### src/rtl/div_unit.sv
// Multi-cycle restoring divider (DIV/DIVU), one quotient bit per cycle; result = {remainder, quotient}.
// Raises stallreq_o while start_i is held and the result is not yet ready.
module div_unit #(
  parameter int DATA_W = 32
) (
  input  logic                  clk,
  input  logic                  rst,
  input  logic                  signed_div_i,
  input  logic [DATA_W-1:0]     opdata1_i,
  input  logic [DATA_W-1:0]     opdata2_i,
  input  logic                  start_i,
  input  logic                  annul_i,
  output logic [2*DATA_W-1:0]   result_o,
  output logic                  ready_o,
  output logic                  stallreq_o
);

  localparam int W     = DATA_W;
  localparam int CNT_W = $clog2(DATA_W + 1);

  typedef enum logic [1:0] {S_FREE, S_BY_ZERO, S_ON, S_END} state_t;

  state_t           state, state_n;
  logic [CNT_W-1:0] cnt, cnt_n;
  logic [2*W:0]     work, work_n;
  logic [W-1:0]     divisor, divisor_n;
  logic             neg1, neg1_n;
  logic             neg2, neg2_n;
  logic             sdiv, sdiv_n;
  logic [2*W-1:0]   result_n;
  logic             ready_n;

  logic [W:0]       diff;
  logic [W-1:0]     mag1, mag2;
  logic [W-1:0]     quot_mag, rem_mag, quot, rem;

  assign stallreq_o = start_i & ~ready_o;

  // Magnitudes of the incoming operands, used only when loading in FREE
  assign mag1 = (signed_div_i && opdata1_i[W-1]) ? -opdata1_i : opdata1_i;
  assign mag2 = (signed_div_i && opdata2_i[W-1]) ? -opdata2_i : opdata2_i;

  // One-bit-wider subtract so a borrow shows up as diff[W]
  assign diff = {1'b0, work[2*W-1:W]} - {1'b0, divisor};

  assign quot_mag = work[W-1:0];
  assign rem_mag  = work[2*W:W+1];
  assign quot     = (sdiv && (neg1 ^ neg2)) ? -quot_mag : quot_mag;
  assign rem      = (sdiv && neg1)          ? -rem_mag  : rem_mag;

  always_comb begin
    state_n   = state;
    cnt_n     = cnt;
    work_n    = work;
    divisor_n = divisor;
    neg1_n    = neg1;
    neg2_n    = neg2;
    sdiv_n    = sdiv;
    result_n  = result_o;
    ready_n   = ready_o;

    case (state)
      S_FREE: begin
        ready_n  = 1'b0;
        result_n = '0;
        if (start_i && !annul_i) begin
          if (opdata2_i == '0) begin
            state_n = S_BY_ZERO;
          end else begin
            state_n   = S_ON;
            cnt_n     = '0;
            work_n    = {{W{1'b0}}, mag1, 1'b0};
            divisor_n = mag2;
            neg1_n    = opdata1_i[W-1];
            neg2_n    = opdata2_i[W-1];
            sdiv_n    = signed_div_i;
          end
        end
      end

      S_BY_ZERO: begin
        state_n  = S_END;
        work_n   = '0;
        result_n = '0;
        ready_n  = 1'b1;
      end

      S_ON: begin
        if (annul_i) begin
          state_n = S_FREE;
          cnt_n   = '0;
          ready_n = 1'b0;
        end else if (cnt != CNT_W'(DATA_W)) begin
          if (diff[W])
            work_n = {work[2*W-1:0], 1'b0};
          else
            work_n = {diff[W-1:0], work[W-1:0], 1'b1};
          cnt_n = cnt + 1'b1;
        end else begin
          state_n  = S_END;
          result_n = {rem, quot};
          ready_n  = 1'b1;
          cnt_n    = '0;
        end
      end

      S_END: begin
        // Result is held until EX retires the instruction; flushes cannot cancel it here
        if (!start_i) begin
          state_n  = S_FREE;
          ready_n  = 1'b0;
          result_n = '0;
        end
      end

      default: state_n = S_FREE;
    endcase
  end

  always_ff @(posedge clk or posedge rst) begin
    if (rst) begin
      state    <= S_FREE;
      cnt      <= '0;
      work     <= '0;
      divisor  <= '0;
      neg1     <= 1'b0;
      neg2     <= 1'b0;
      sdiv     <= 1'b0;
      result_o <= '0;
      ready_o  <= 1'b0;
    end else begin
      state    <= state_n;
      cnt      <= cnt_n;
      work     <= work_n;
      divisor  <= divisor_n;
      neg1     <= neg1_n;
      neg2     <= neg2_n;
      sdiv     <= sdiv_n;
      result_o <= result_n;
      ready_o  <= ready_n;
    end
  end

endmodule
### config.mk
export PLATFORM = sky130hd
export DESIGN_NAME = div_unit
export DESIGN_NICKNAME = d
export VERILOG_FILES = /design/src/rtl/div_unit.sv
export SDC_FILE = /design/constraint.sdc
export NUM_CORES = 1
export LEC_CHECK = 0
export BUFFER_PORTS_ARGS = -buffer_cell sky130_fd_sc_hd__buf_2
export CAP_MARGIN = 20
export CORE_UTILIZATION = 50
export DETAILED_ROUTE_END_ITERATION = 8
export PLACE_DENSITY = 0.69
export SLEW_MARGIN = 40
export SYNTH_ARGS = -nofsm -noshare
export SYNTH_HDL_FRONTEND = slang
export SYNTH_SLANG_ARGS = --single-unit
### constraint.sdc
create_clock -name clk -period 13.4 [get_ports clk]
set_input_delay 1.34 -clock clk [delete_from_list [all_inputs] [get_ports clk]]
set_output_delay 1.34 -clock clk [all_outputs]
set_load 0.01 [all_outputs]
==> impl_metrics.yaml, run 1 <==
outcome:
  status: "completed"
worst_setup_path:
  crit_type: "input port to register"
  worstPathRequired_ns: 13.70
  r2r-end: "work[36]"
  ff2ff_path_depth: 7
  r2r-start: "state[1]"
  reg2reg_slack_ns: 9.18
  cp.arrival_ns: 4.58
  cp-start-kind: "input port"
  cp_max_fo: 92
  critPathCaptureType: "register"
floorplan:
  start_util_pct: 51.1
  die_w_um: 154
  rows: 55
  die_height_um: 154
  ios: 135
  design.core.area_mm2: 0.0227
  dieArea_mm2: 0.0238
routing:
  wl_um: 30200
  met3RoutedLength_um: 1830
  wl_met2_um: 12500
  highest_layer: "met4"
  wl_per_cell_um: 17.0
  first_pass_iters: 5
  viasPerCell: 5.88
  met1_length_um: 15400
  drt-initial-drc-count: 825
  drc: 0
  drtAntennaViolNets: 0
  dr_total_vias: 10400
cts:
  post_cts_resized: 0
  cts_buffer_depth: 2
  clk_latency_ns: 0.44
  tritoncts: "done"
  cts_buffers: 17
  clkTransAtPathRegs_ns: 0.07
  holdBufCountCts: 0
  cts_setup_buffers: 0
  cts_root_buf: "clkbuf_16"
  htree_levels: 4
  clkSinkCount: 173
logic_synthesis:
  synth_most_common_cell: "nand2_1"
  ys_seq_elements: 173
  syn_nets: 1498
  post_synth.cell_area_avg_um2: 8.37
  ys_seq_area_share_pct: 37.3
  ys_types: 74
  synth_ff_type: "dfrtp_1"
  synth-edff-count: 0
  syn_area_mm2: 0.0116
  synth_top_cell_by_area: "dfrtp_1"
  synthCells: 1385
  netlist.area_leader.share_pct: 37.3
  synthArstFlopShare_pct: 100
  yosys-top-cells-area: "dfrtp_1, o21ai_0, xnor2_1"
  synthTopCellsByCount: "nand2_1, dfrtp_1, o21ai_0, nor2_1, a21oi_1"
  yosysWarnings: 0
power_and_ir_drop:
  pwr_density_cell_mw_per_mm2: 186
  ir_drop_uv: 144
  leakagePower_uw: 0.00575
  totalPowerFinal_uw: 2410
sta:
  slew_headroom_pct: 44.1
  rsz0062_at_grt: "false"
  hold_ws_ns: 0.472
  hold_viol: 0
  slew_violations: 0
  worst_pin_slew_ns: 0.833
  setup_violations: 0
  finalCritPeriodShare_pct: 32.0
  fin_tns_setup_ns: 0
  fmax_ghz: 0.233
  timing.final.crit_period_ns: 4.29
  clock_skew_ns: 0.00964
grt:
  grt_pass1_vias: 9334
  antenna_found_initial: 0
  gr-total-overflow: 0
  grt_pass1_wl_um: 49500
  grt_max_degree: 118
  gr-usage-all-layers_pct: 26.0
final_layout:
  finalNonFillerCells: 1772
  drive_gt1_share_pct: 14.2
  area_growth_pct: 11.5
  antenna_cells: 0
  final_cell_area_mm2: 0.0129
  fin_nets: 1587
place:
  io_buffers: 134
  dpl.cell_count: 1740
  place_congestion: 0.934
  place_area_mm2: 0.0123
  dp_hpwl_um: 22000
job:
  drv_cap: 0
hold_path:
  hold_path_end: "result_o[61]"
  min_path_cells: 2
  hold_path.class: "register to register"
  hp-start: "result_o[61]"
cells by family after synthesis:
| logic type | count (synthesis) | share of synthesized area, % |
|---|---|---|
| XOR/XNOR | 143 | 10.8 |
| AND/OR/NAND/NOR | 473 | 19.4 |
| multiplexers | 7 | 0.647 |
| flip-flops | 173 | 37.3 |
| buffers and inverters | 134 | 5.31 |
| AO/OA/AOI/OAI | 411 | 21.7 |
| adder cells (fa/ha/maj) | 44 | 4.81 |
how the worst max path moves through the flow:
stage,end,cells past startpoint,start,slack (ns)
final,work[60],13,opdata2_i[0],9.11
after global routing,work[53],7,state[1],8.95
after global placement,work[60],13,opdata2_i[0],8.56
after CTS,work[60],13,opdata2_i[0],8.97
after detailed placement,work[60],13,opdata2_i[0],8.51
after floorplan,cnt[0],1,rst,7.37
report_power, final:
group	switching, µW	internal (µW)	total, µW
logic	733	391	1120
registers	135	665	800
clock network	239	247	486
layout make-up:
cell class	instances	area, µm²
clock buffers	17	425
clock inverters	15	148
fillers	2131	9770
inverters	62	245
multi-input cells	1078	6700
flip-flops and latches	173	4330
well taps	285	357
repair buffers	142	734
registers in the layout, indices dropped and copies added (netlist names):
register,count
work,65
state,2
result_o,64
divisor,32
ready_o,1
neg1,1
cnt,6
neg2,1
sdiv,1
through the flow:
step / worst slack, ns / util, %
global placement: 8.56 / 54.3
detailed placement: 8.51 / 54.3
floorplan: 7.37 / -
global route: 8.95 / 57.0
CTS: 8.97 / 56.9
finish: 9.11 / 57.0
cells in the final DEF, fill, tap and decap left out, types with 7 or more instances in the layout:
cell / count
buf_4: 7
nor3_1: 31
clkbuf_16: 17
o311ai_0: 17
o21ai_0: 149
o211ai_1: 13
dfrtp_1: 173
a31oi_1: 18
nand2b_1: 13
ha_1: 43
and2_1: 12
o31ai_1: 30
a22oi_1: 17
buf_2: 134
nand2_1: 187
nor2b_1: 7
inv_1: 60
a221oi_1: 9
xor2_1: 60
or4_1: 11
o41ai_1: 12
xnor2_1: 83
nand3_1: 21
nor2_1: 110
a21oi_1: 104
nor4_1: 13
or3_1: 10
nand4_1: 19
critical path, cell delays in order:
cell and delay, ns:
buf_2 0.12, inv_1 0.05, ha_1 0.15, or3b_2 0.51, nor4b_4 0.32, and4_4 0.32
or4b_4 0.48, nand2_2 0.08, buf_6 0.50, nor2_1 0.10, buf_4 0.25, a41oi_1 0.25
o31ai_1 0.09
metal layers:
layer | up-vias | track usage, %
met1 | 4887 | 40.7
met3 | 38 | 3.47
met5 | - | 0
met4 | 0 | 7.45
met2 | 370 | 37.1
li1 | 5126 | -
Note: power is estimated with default switching activity, not from simulation.
==> inputs of run 2 (changes only) <==
Clock period 13.4 ns to 4.15 ns, I/O delays scaled along.
==> run 2 against run 1 <==
Effect of this change:
- first-iteration DRC count down 11%
- critical path depth decreased by 2
- sequential power increased to 3.2 times the previous value
- critical path type is now register to register
- critical endpoint is now work[51]
- largest cell class unchanged
- highest routed layer unchanged
==> impl_metrics.yaml, run 2 (synthesis results as in run 1) <==
final_layout:
  drive_gt1_share_pct: 14.4
  layout_common_cells: "nand2_1, dfrtp_1, o21ai_0, buf_2, nor2_1"
  largest_registers: "work x65, result_o x64, divisor x32"
  fin_nets: 1595
  antenna_cells: 0
  largest_reg_flops: 65
  top_register: "work"
  finalNonFillerCells: 1780
  final_common_cell: "nand2_1"
  fill_cells: 2118
  area_growth_pct: 12.0
cts:
  clkSinkCount: 173
  cts_setup_buffers: 0
  clkTransAtPathRegs_ns: 0.07
  cts_buffer_depth: 2
  cts_root_buf: "clkbuf_16"
  clk_latency_ns: 0.43
  htree_levels: 4
  tritoncts: "done"
  post_cts_resized: 0
  holdBufCountCts: 0
  cts_buffers: 17
worst_setup_path:
  crit_path_max_incr_delay_ns: 0.44
  critPathCaptureType: "register"
  worstPathRequired_ns: 4.45
  cp.arrival_ns: 3.68
  cp_max_fo: 12
  cpLargestDelayFamily: "compound AO/OA/AOI/OAI gates"
  cp_num_buf_inv: 1
  cp_common_cell: "o2111a_1"
  cp_slowest_cell: "dfrtp_1"
  cp-start-kind: "register"
  path_cells: "ha_1, fa_1, nor2b_1, o31a_1, o2111a_1, o211ai_1, a31oi_1, o2111a_1, nor2_1, buf_4, o311ai_0"
  crit_type: "register to register"
hold_path:
  hold_path.class: "input port to async pin"
floorplan:
  die_height_um: 154
  rows: 55
  design.core.area_mm2: 0.0227
  start_util_pct: 51.1
  ios: 135
  die_w_um: 154
  dieArea_mm2: 0.0238
sta:
  hold_viol: 0
  slew_headroom_pct: 40.6
  slew_violations: 0
  setup_slack_ns: 0.775
  clock_skew_ns: 0.0114
  setup_violations: 0
  fin_tns_setup_ns: 0
  rsz0062_at_grt: "false"
  hold_ws_ns: 0.0924
  worst_pin_slew_ns: 0.885
  fmax_ghz: 0.296
  timing.final.crit_period_ns: 3.37
  finalCritPeriodShare_pct: 81.3
grt:
  grt_pass1_wl_um: 50100
  gr-total-overflow: 0
  gr-usage-all-layers_pct: 26.3
  grt_max_degree: 92
  antenna_found_initial: 0
  grt_pass1_vias: 9446
routing:
  wl_per_cell_um: 17.0
  drtAntennaViolNets: 0
  first_pass_iters: 5
  drc: 0
  wl_um: 30300
  viasPerCell: 5.80
  drt-initial-drc-count: 734
  dr_total_vias: 10300
power_and_ir_drop:
  leakagePower_uw: 0.00579
  totalPowerFinal_uw: 7800
  ir_drop_uv: 548
  pwr_density_cell_mw_per_mm2: 600
place:
  place_congestion: 0.937
  io_buffers: 134
  dpl.cell_count: 1748
  dp_hpwl_um: 22300
  dp_slack_ns: 0.512
outcome:
  status: "completed"
job:
  drv_cap: 0
[run 2: path summary, 6_finish.rpt]
| path | start | endpoint | slack, ns | cells after the start |
|---|---|---|---|---|
| max | divisor[0] | work[51] | 0.78 | 11 |
| min | rst | ready_o | 0.09 | 3 |
| max reg2reg | divisor[0] | work[51] | 0.78 | 11 |
| min reg2reg | result_o[57] | result_o[57] | 0.47 | 2 |
| max in group asynchronous | rst | result_o[40] | 3.24 | 4 |
| min in group clk | opdata2_i[0] | divisor[0] | 0.27 | 2 |
[run 2: worst reg2reg max path: stages (launching register included)]
cell	delay [ns]
dfrtp_1	0.44
ha_1	0.22
fa_1	0.40
nor2b_1	0.18
o31a_1	0.23
o2111a_1	0.29
o211ai_1	0.14
a31oi_1	0.44
o2111a_1	0.28
nor2_1	0.07
buf_4	0.19
o311ai_0	0.37
[run 2: per-layer routing]
metal  wire length (µm)  GRT usage, %
met1              15200          41.2
met2              12300          36.9
met3               2530          5.55
met4                249          5.09
met5                  0             0
[run 2: power breakdown]
| group | internal [µW] | switching (µW) | leakage (µW) |
|---|---|---|---|
| sequential | 2150 | 442 | 0.00227 |
| combinational | 1300 | 2360 | 0.00325 |
| clock | 791 | 748 | 0.000270 |
| total | 4240 | 3550 | 0.00579 |
[run 2: stage by stage]
step	cell area (µm²)	utilization (%)
after floorplan	11600	-
after global placement	12400	54.6
after detailed placement	12400	54.7
after CTS	13000	57.2
after global routing	13000	57.2
final	13000	57.2
[run 2: area by class of cell]
| cell class | instances | area, µm² | share of cell area (%) |
|---|---|---|---|
| sequential | 173 | 4330 | 33.3 |
| clock inverter | 14 | 128 | 0.982 |
| inverter | 62 | 236 | 1.82 |
| timing repair buffer | 150 | 836 | 6.43 |
| tap | 285 | 357 | 2.74 |
| clock buffer | 18 | 429 | 3.30 |
| multi-input combinational | 1078 | 6680 | 51.4 |
==> inputs of run 3 (changes only) <==
Clock period 4.15 ns to 3.49 ns, I/O delays scaled along.
==> run 3 against run 2 <==
Effect of this change:
- count of clock-buffer cells in the layout up 2
- setup slack worse by 0.49 ns
- combinational power up 23%
- maximum frequency up 5.4%
- flip-flop and latch count unchanged
- die area unchanged
- global-route usage up 0.21 points
- final area up 1.6%
- clock skew down 0.0023 ns
- core utilization up 0.90 points
- cell count up 1.3%
==> impl_metrics.yaml, run 3 (synthesis results as in run 1) <==
outcome:
  status: "completed"
floorplan:
  die_w_um: 154
  rows: 55
  die_height_um: 154
  dieArea_mm2: 0.0238
  start_util_pct: 51.1
  design.core.area_mm2: 0.0227
  ios: 135
grt:
  gr-total-overflow: 0
  grt_max_degree: 67
  antenna_found_initial: 0
  gr-usage-all-layers_pct: 26.5
  grt_pass1_wl_um: 50400
  grt_pass1_vias: 9694
final_layout:
  fill_cells: 2099
  final_cell_area_mm2: 0.0132
  antenna_cells: 0
  largest_registers: "work x65, result_o x64, divisor x32"
  drive_gt1_share_pct: 15.6
  area_growth_pct: 13.8
  layout_common_cells: "nand2_1, dfrtp_1, o21ai_0, buf_2, nor2_1"
  top_register: "work"
  final_common_cell: "nand2_1"
  fin_nets: 1618
  largest_reg_flops: 65
  finalNonFillerCells: 1803
worst_setup_path:
  cp_max_fo: 26
  cp_num_buf_inv: 1
  cp.arrival_ns: 3.50
  cp_slowest_cell: "dfrtp_1"
  path_cells: "ha_1, fa_1, nor2b_1, o31a_1, o2111a_1, o211ai_1, a31oi_2, o2111a_1, nor2_1, buf_4, o311ai_0"
  cp_common_cell: "o2111a_1"
  crit_type: "register to register"
  cp-start-kind: "register"
  worstPathRequired_ns: 3.79
  crit_path_max_incr_delay_ns: 0.44
  critPathCaptureType: "register"
  cpLargestDelayFamily: "compound AO/OA/AOI/OAI gates"
place:
  dp_hpwl_um: 23100
  dpl.cell_count: 1770
  place_area_mm2: 0.0126
  io_buffers: 134
  place_congestion: 0.974
power_and_ir_drop:
  swShare_pct: 44.8
  p_seq_share_pct: 32.5
  totalPowerFinal_uw: 9480
  ir_drop_uv: 478
  p_int_uw: 5230
  leakagePower_uw: 0.00592
  pwr_density_cell_mw_per_mm2: 718
  clkPwrFrac_pct: 19.9
  combPwrFrac_pct: 47.5
  switching_power_uw: 4250
cts:
  clk_latency_ns: 0.43
  tritoncts: "done"
  cts_root_buf: "clkbuf_16"
  cts_buffer_depth: 2
  htree_levels: 4
  cts_buffers: 17
  clkSinkCount: 173
  clkTransAtPathRegs_ns: 0.07
  cts_setup_buffers: 0
sta:
  fin_tns_setup_ns: 0
  worst_pin_slew_ns: 0.695
  clock_skew_ns: 0.00907
  slew_violations: 0
  hold_viol: 0
  finalCritPeriodShare_pct: 91.7
  fmax_ghz: 0.312
  timing.final.crit_period_ns: 3.20
  rsz0062_at_grt: "false"
  setup_violations: 0
  slew_headroom_pct: 53.2
routing:
  drt-initial-drc-count: 835
  drc: 0
  first_pass_iters: 5
  dr_total_vias: 10500
  wl_um: 30800
  wl_per_cell_um: 17.1
  drtAntennaViolNets: 0
  viasPerCell: 5.81
hold_path:
  hold_path.class: "input port to register"
job:
  drv_cap: 0
-- run 3: layout make-up --
| cell class | instances | area, µm² | area share [%] |
|---|---|---|---|
| Multi-Input combinational cell | 1078 | 6690 | 50.6 |
| Sequential cell | 173 | 4330 | 32.8 |
| Timing Repair Buffer | 173 | 1020 | 7.70 |
| Clock buffer | 20 | 447 | 3.38 |
| Tap cell | 285 | 357 | 2.70 |
| Inverter | 62 | 236 | 1.79 |
| Clock inverter | 12 | 129 | 0.976 |
-- run 3: timing repair --
item	CTS	global route
hold buffers	1	0
setup endpoints to repair	0	9
gates resized for setup	0	1
endpoints found under the hold margin	16	0
-- run 3: power by group through the flow --
stage	Combinational [µW]	Sequential, µW	Clock (µW)
final	4500	3080	1890
after global routing	5040	3160	1990
after CTS	4460	3070	1920
after detailed placement	4440	3100	0
after global placement	4380	3070	0
after floorplan	3300	2990	0
-- run 3: per-stage QoR --
| step | utilization (%) | hold slack, ns | setup WS [ns] |
|---|---|---|---|
| finish | 58.1 | 0.208 | 0.288 |
| global route | 58.1 | 0.212 | 0.0310 |
| CTS | 58.1 | 0.194 | 0.260 |
| detailed placement | 55.5 | 0.377 | 0.239 |
| global placement | 55.4 | 0.458 | 0.279 |
| floorplan | - | 0.449 | 0.446 |
-- run 3: metal layers --
metal  vias to the layer above  GRT usage [%]  wire length, µm  share of wire (%)
li1                       5179              -                -                  -
met2                       373           37.9            12500                 41
met5                         -              0                0                  0
met1                      4901           41.0            15400                 50
met4                         0           6.32              343                1.1
met3                        25           4.82             2490                8.1
-- run 3: final timing paths --
kind / slack [ns] / startpoint / depth (start not counted) / endpoint
max reg2reg: 0.29 / divisor[0] / 11 / work[36]
min in group asynchronous: 0.47 / rst / 3 / state[0]
max in group asynchronous: 2.11 / rst / 5 / work[46]
min: 0.21 / opdata2_i[0] / 2 / divisor[0]
max: 0.29 / divisor[0] / 11 / work[36]
min reg2reg: 0.47 / result_o[28] / 2 / result_o[28]
